File: config.mk
export PLATFORM = sky130hd
export DESIGN_NAME = gas_alarm_controller
export DESIGN_NICKNAME = d
export VERILOG_FILES = /design/src/rtl/gas_alarm_controller.sv
export SDC_FILE = /design/constraint.sdc
export NUM_CORES = 1
export LEC_CHECK = 0
export CAP_MARGIN = 20
export CORE_UTILIZATION = 43
export DETAILED_ROUTE_END_ITERATION = 8
export HOLD_SLACK_MARGIN = 0.05
export PLACE_DENSITY = 0.69
export SYNTH_ARGS = -nofsm -noshare
export SYNTH_HDL_FRONTEND = slang
export SYNTH_SLANG_ARGS = --single-unit
File: constraint.sdc
create_clock -name clk -period 2.4 [get_ports clk]
set_input_delay 0.48 -clock clk [delete_from_list [all_inputs] [get_ports clk]]
set_output_delay 0.48 -clock clk [all_outputs]
set_load 0.05 [all_outputs]
File: src/rtl/gas_alarm_controller.sv
// gas_alarm_controller
//
// Purpose:
//   Takes the 3-bit gas level from the detector stage and classifies it as
//   SAFE, WARN or DANGER. A state machine follows that class. A higher class
//   must hold for PERSIST cycles before the state escalates. A lower class
//   must hold for CLEAR cycles before the state steps down one level.
//   From the state it drives a fan speed command, a pulsed buzzer and a
//   sticky alarm latch. The operator must acknowledge the latch to clear it.
//
// Ports:
//   clk           - system clock, rising edge
//   arst          - synchronous, active-high reset
//   level[2:0]    - gas level from the detector stage, unsigned 0..7
//   ack           - operator acknowledge, level-sampled
//   state[1:0]    - FSM state: SAFE=00, WARN=01, DANGER=10
//   fan[1:0]      - fan speed: 0 off, 1 low, 2 purge, 3 full
//   buzzer        - audible alarm drive, square wave while latched
//   alarm_latched - sticky DANGER indicator
//   danger_events - 8-bit saturating count of DANGER entries
//                   (present only when GAS_ALARM_EVENT_CNT_EN is defined)
//
// Configuration:
//   Define GAS_ALARM_EVENT_CNT_EN to add the danger_events counter and port.
//   When the macro is undefined, the port and the counter are absent.

module gas_alarm_controller #(
    parameter int PERSIST   = 4,
    parameter int CLEAR     = 8,
    parameter int WARN_TH   = 3,
    parameter int DANGER_TH = 5,
    parameter int BUZZ_DIV  = 4
) (
    input  logic       clk,
    input  logic       arst,
    input  logic [2:0] level,
    input  logic       ack,
    output logic [1:0] state,
    output logic [1:0] fan,
    output logic       buzzer,
    output logic       alarm_latched
`ifdef GAS_ALARM_EVENT_CNT_EN
    ,
    output logic [7:0] danger_events
`endif
);

    localparam int         DIV_W      = (BUZZ_DIV > 1) ? $clog2(BUZZ_DIV) : 1;
    localparam logic [2:0] WARN_LVL   = 3'(WARN_TH);
    localparam logic [2:0] DANGER_LVL = 3'(DANGER_TH);
    localparam logic [3:0] PERSIST_C  = 4'(PERSIST);
    localparam logic [3:0] CLEAR_C    = 4'(CLEAR);
    localparam logic [DIV_W-1:0] DIV_LAST = DIV_W'(BUZZ_DIV - 1);

    typedef enum logic [1:0] {
        SAFE   = 2'b00,
        WARN   = 2'b01,
        DANGER = 2'b10
    } state_t;

    state_t           cur_state, nxt_state;
    state_t           cls, prev_cls;
    logic [3:0]       cnt, cnt_upd, nxt_cnt;
    logic [DIV_W-1:0] div, div_nxt;
    logic             latch_nxt, buzz_nxt;
    logic [1:0]       fan_nxt;
    logic             enter_danger, latch_clear;

    assign state = cur_state;

    // Classify the level. Escalation and de-escalation both work in terms of
    // this class, never in terms of the raw level.
    always_comb begin
        cls = SAFE;
        if (level >= DANGER_LVL) begin
            cls = DANGER;
        end else if (level >= WARN_LVL) begin
            cls = WARN;
        end
    end

    // Next-state logic, persistence counter, latch, buzzer and fan.
    // The counter restarts at 1 whenever the pending class changes, so a
    // one-cycle glitch into another class throws away the progress made so far.
    always_comb begin
        cnt_upd      = 4'd0;
        nxt_state    = cur_state;
        latch_nxt    = alarm_latched;
        buzz_nxt     = buzzer;
        div_nxt      = div;
        fan_nxt      = 2'd0;
        enter_danger = 1'b0;
        latch_clear  = 1'b0;

        if (cls == cur_state) begin
            cnt_upd = 4'd0;
        end else if (cls != prev_cls) begin
            cnt_upd = 4'd1;
        end else if (cnt == 4'd15) begin
            cnt_upd = 4'd15;
        end else begin
            cnt_upd = cnt + 4'd1;
        end
        nxt_cnt = cnt_upd;

        if ((cls > cur_state) && (cnt_upd >= PERSIST_C)) begin
            nxt_state = cls;
            nxt_cnt   = 4'd0;
        end else if ((cls < cur_state) && (cnt_upd >= CLEAR_C)) begin
            nxt_state = (cur_state == DANGER) ? WARN : SAFE;
            nxt_cnt   = 4'd0;
        end

        enter_danger = (nxt_state == DANGER) && (cur_state != DANGER);

        // A DANGER entry always wins over an acknowledge on the same edge.
        // An ack seen while in DANGER is simply dropped.
        latch_clear = ack && (cur_state != DANGER) && !enter_danger;

        if (enter_danger) begin
            latch_nxt = 1'b1;
        end else if (latch_clear) begin
            latch_nxt = 1'b0;
        end

        // The buzzer restarts its phase on every DANGER entry. It runs a
        // square wave of period 2*BUZZ_DIV while latched. It goes quiet on
        // the edge that clears the latch.
        if (enter_danger) begin
            buzz_nxt = 1'b1;
            div_nxt  = '0;
        end else if (alarm_latched && latch_clear) begin
            buzz_nxt = 1'b0;
            div_nxt  = '0;
        end else if (alarm_latched) begin
            if (div == DIV_LAST) begin
                buzz_nxt = ~buzzer;
                div_nxt  = '0;
            end else begin
                div_nxt  = div + DIV_W'(1);
            end
        end

        // Purge mode (fan=2) keeps ventilating after DANGER has passed
        // until the operator acknowledges the alarm.
        if (nxt_state == DANGER) begin
            fan_nxt = 2'd3;
        end else if (latch_nxt) begin
            fan_nxt = 2'd2;
        end else if (nxt_state == WARN) begin
            fan_nxt = 2'd1;
        end else begin
            fan_nxt = 2'd0;
        end
    end

    // State and output registers.
    always_ff @(posedge clk) begin
        if (arst) begin
            cur_state     <= SAFE;
            prev_cls      <= SAFE;
            cnt           <= 4'd0;
            div           <= '0;
            fan           <= 2'd0;
            buzzer        <= 1'b0;
            alarm_latched <= 1'b0;
        end else begin
            cur_state     <= nxt_state;
            prev_cls      <= cls;
            cnt           <= nxt_cnt;
            div           <= div_nxt;
            fan           <= fan_nxt;
            buzzer        <= buzz_nxt;
            alarm_latched <= latch_nxt;
        end
    end

`ifdef GAS_ALARM_EVENT_CNT_EN
    // Lifetime DANGER entry count. It saturates at 255, and only reset
    // clears it. An acknowledge leaves it unchanged.
    always_ff @(posedge clk) begin
        if (arst) begin
            danger_events <= 8'd0;
        end else if (enter_danger && (danger_events != 8'hFF)) begin
            danger_events <= danger_events + 8'd1;
        end
    end
`endif

endmodule

==> impl_metrics.py <==
metrics = {
    "setup_path": {
        "timing.rr.start": "prev_cls[0]",
        "required_ps": 2550,
        "arrival_ps": 2460,
        "reg2reg_slack_ps": 270,
        "worstSetupStartpoint": "level[2]",
        "startpoint_type": "input port",
        "end_kind": "flop",
        "rr_endpoint": "div[0]",
        "crit_path_end": "div[0]",
        "crit_fanout": 7,
        "critPathKind": "in2reg",
        "r2r_cells": 5,
    },
    "timing": {
        "worst_slew_pin_slew_ps": 507,
        "rsz0062_at_grt": "no",
        "setup_viol": 0,
        "maxSlewViolCount": 0,
        "slew_headroom_pct": 66.1,
        "period_needed_ps": 2310,
        "fmax_mhz": 433,
        "holdWs_ps": 531,
        "finalCritPeriodShare_pct": 96.3,
        "finalClockSkew_ps": 9.20,
        "finalHoldViolCount": 0,
    },
    "run": {
        "drv_cap": 0,
    },
    "floorplanning": {
        "die_w_microns": 44.9,
        "die_h_microns": 44.9,
        "rows": 15,
        "die_area_sq_um": 2010,
        "coreArea_sq_um": 1730,
        "ios": 12,
        "start_util_pct": 45.7,
    },
    "routing": {
        "routedWlPerCell_microns": 12.0,
        "firstDrtPassIters": 4,
        "vias": 719,
        "wl_met2_microns": 754,
        "met1_length_microns": 830,
        "routed.top_layer": "met4",
        "wl_microns": 1660,
        "drc_errors": 0,
        "ant_nets": 0,
        "dr.first_iter.drc_count": 6,
        "vias_per_cell": 5.21,
        "dr_wl_met3_microns": 56,
    },
    "logic_synthesis": {
        "synth_area_sq_um": 790,
        "ys_seq_area_share_pct": 35.5,
        "ys_seq_elements": 14,
        "yosysWarnings": 0,
        "netlist_top_cells_area": "dfxtp_1, a21oi_1, ha_1",
        "yosysTopAreaCell": "dfxtp_1",
        "synth_nets": 103,
        "syn_inst": 93,
        "synth.avg_cell_area_sq_um": 8.49,
        "ys_types": 36,
        "yosysTopAreaCellShare_pct": 35.5,
    },
    "cells_and_area": {
        "fin_nets": 125,
        "fillCellCount": 168,
        "drive_gt1_share_pct": 18.6,
        "mostFrequentLayoutCell": "dfxtp_1",
        "fin_util_pct": 58.0,
        "insertedDiodeCount": 0,
        "layout_common_cells": "dfxtp_1, a21oi_1, nand2_1, clkdlybuf4s50_1, buf_4",
        "syn_to_final_growth_pct": 26.9,
    },
    "placement": {
        "dpl.hpwl_microns": 1280,
        "port_buffers": 11,
        "globalplace.congestion": 0.808,
    },
    "cts": {
        "cts_tree": "built",
        "root_buffer": "clkbuf_4",
        "cts_buffers": 3,
        "postCtsSetupBuffers": 0,
        "clk-insertion-delay-late_ps": 280,
        "clk_path_buf_depth": 2,
        "htreeDepth": 1,
        "path_clk_slew_ps": 80,
        "cts_sinks": 14,
    },
    "global_routing": {
        "grt_pass1_vias": 645,
        "antenna_found_initial": 0,
        "grt_pass1_wl_microns": 2630,
        "grt_max_degree": 13,
        "grt_usage_pct": 17.4,
        "overflow": 0,
    },
    "status": {
        "outcome": "completed",
    },
    "power_and_ir_drop": {
        "p_per_area_nw_per_um2": 469,
        "p_leak_nw": 0.416,
        "ir_drop_v": 0.000256,
    },
    "min_path": {
        "hold_class": "reg2reg",
    },
}
==> stage by stage <==
step / cells / total power (W) / worst slack [ps] / cell area, sq um / setup TNS, ps
floorplan: 93 / 0.000306 / 44.4 / 790 / 0
global route: 138 / 0.000497 / 2.87 / 1000 / 0
global placement: 135 / 0.000343 / -376 / 980 / -2520
CTS: 138 / 0.000476 / 103 / 1000 / 0
finish: 138 / 0.000470 / 88.8 / 1000 / 0
detailed placement: 135 / 0.000346 / -440 / 980 / -3270
==> power breakdown <==
part           internal [W]  leakage [nW]  total (W)  switching, W
Combinational     0.0000439         0.288  0.0000933     0.0000494
Clock             0.0000582        0.0138   0.000129     0.0000708
Sequential         0.000240         0.114   0.000248    0.00000760
==> synthesized netlist by cell type <==
| master | count |
|---|---|
| a211o_2 | 1 |
| a211oi_1 | 1 |
| a211oi_2 | 1 |
| a21boi_0 | 1 |
| a21o_1 | 2 |
| a21oi_1 | 11 |
| a21oi_2 | 1 |
| a32o_1 | 1 |
| a32o_2 | 1 |
| and2_1 | 3 |
| and3_1 | 1 |
| and3b_1 | 1 |
| and3b_2 | 1 |
| and4bb_2 | 1 |
| buf_4 | 1 |
| clkbuf_1 | 1 |
| conb_1 | 1 |
| dfxtp_1 | 14 |
| ha_1 | 4 |
| inv_1 | 7 |
| mux2i_1 | 2 |
| nand2_1 | 8 |
| nand2b_1 | 2 |
| nand3_1 | 4 |
| nor2_1 | 5 |
| nor3_1 | 4 |
| nor3b_1 | 1 |
| nor4_1 | 1 |
| nor4b_1 | 1 |
| o211a_1 | 1 |
| o21ai_0 | 4 |
| o2bb2ai_1 | 1 |
| o32a_1 | 1 |
| or2_2 | 1 |
| or4_4 | 1 |
| or4b_4 | 1 |
==> per-layer routing <==
layer | GRT usage, % | vias up
met5 | 0 | -
met4 | 3.64 | 0
met3 | 4.80 | 2
met2 | 30.6 | 13
met1 | 21.1 | 321
li1 | - | 383
==> sequential cells by signal (all words and copies together) (netlist names) <==
signal         flops
cnt                4
div                2
fan                2
prev_cls           2
state              2
alarm_latched      1
buzzer             1
==> layout make-up <==
cell class / instances / area, sq um / area share (%)
well taps: 25 / 31.3 / 3.12
multi-input cells: 70 / 475 / 47.4
inverters: 7 / 26.3 / 2.62
clock buffers: 3 / 22.5 / 2.25
repair buffers: 19 / 166 / 16.6
flip-flops and latches: 14 / 280 / 28.0
==> timing repair <==
action,4_1_cts,5_1_grt
resized for setup,5,0
hold buffers,0,0
endpoints found under the setup margin,5,0
==> cell families (layout without fill, tap and decap cells) <==
family | count (synthesis) | in the layout | synth area share, %
AND/OR/NAND/NOR | 36 | 36 | 26.8
AO/OA/AOI/OAI | 27 | 27 | 23.6
flip-flops | 14 | 14 | 35.5
buffers and inverters | 9 | 29 | 4.75
adder cells (fa/ha/maj) | 4 | 4 | 6.34
multiplexers | 2 | 2 | 2.54
other | 1 | 1 | 0.475
==> worst max-delay path, stage by stage <==
cell and delay, ps:
dlygate4sd2_1 290, or4b_4 560, a32o_2 320, or4_4 550, a21oi_2 190, nor3_1 60
==> worst min path at each step <==
stage          cells past startpoint      from        to
2_1_floorplan                      2    cnt[2]    cnt[1]
3_3_place_gp                       2    div[1]    div[1]
3_5_place_dp                       2  state[1]  state[1]
4_1_cts                            2  state[1]  state[1]
5_1_grt                            2    div[1]    div[1]
6_report                           2  state[1]  state[1]
Power figures use the tool's default switching activity.
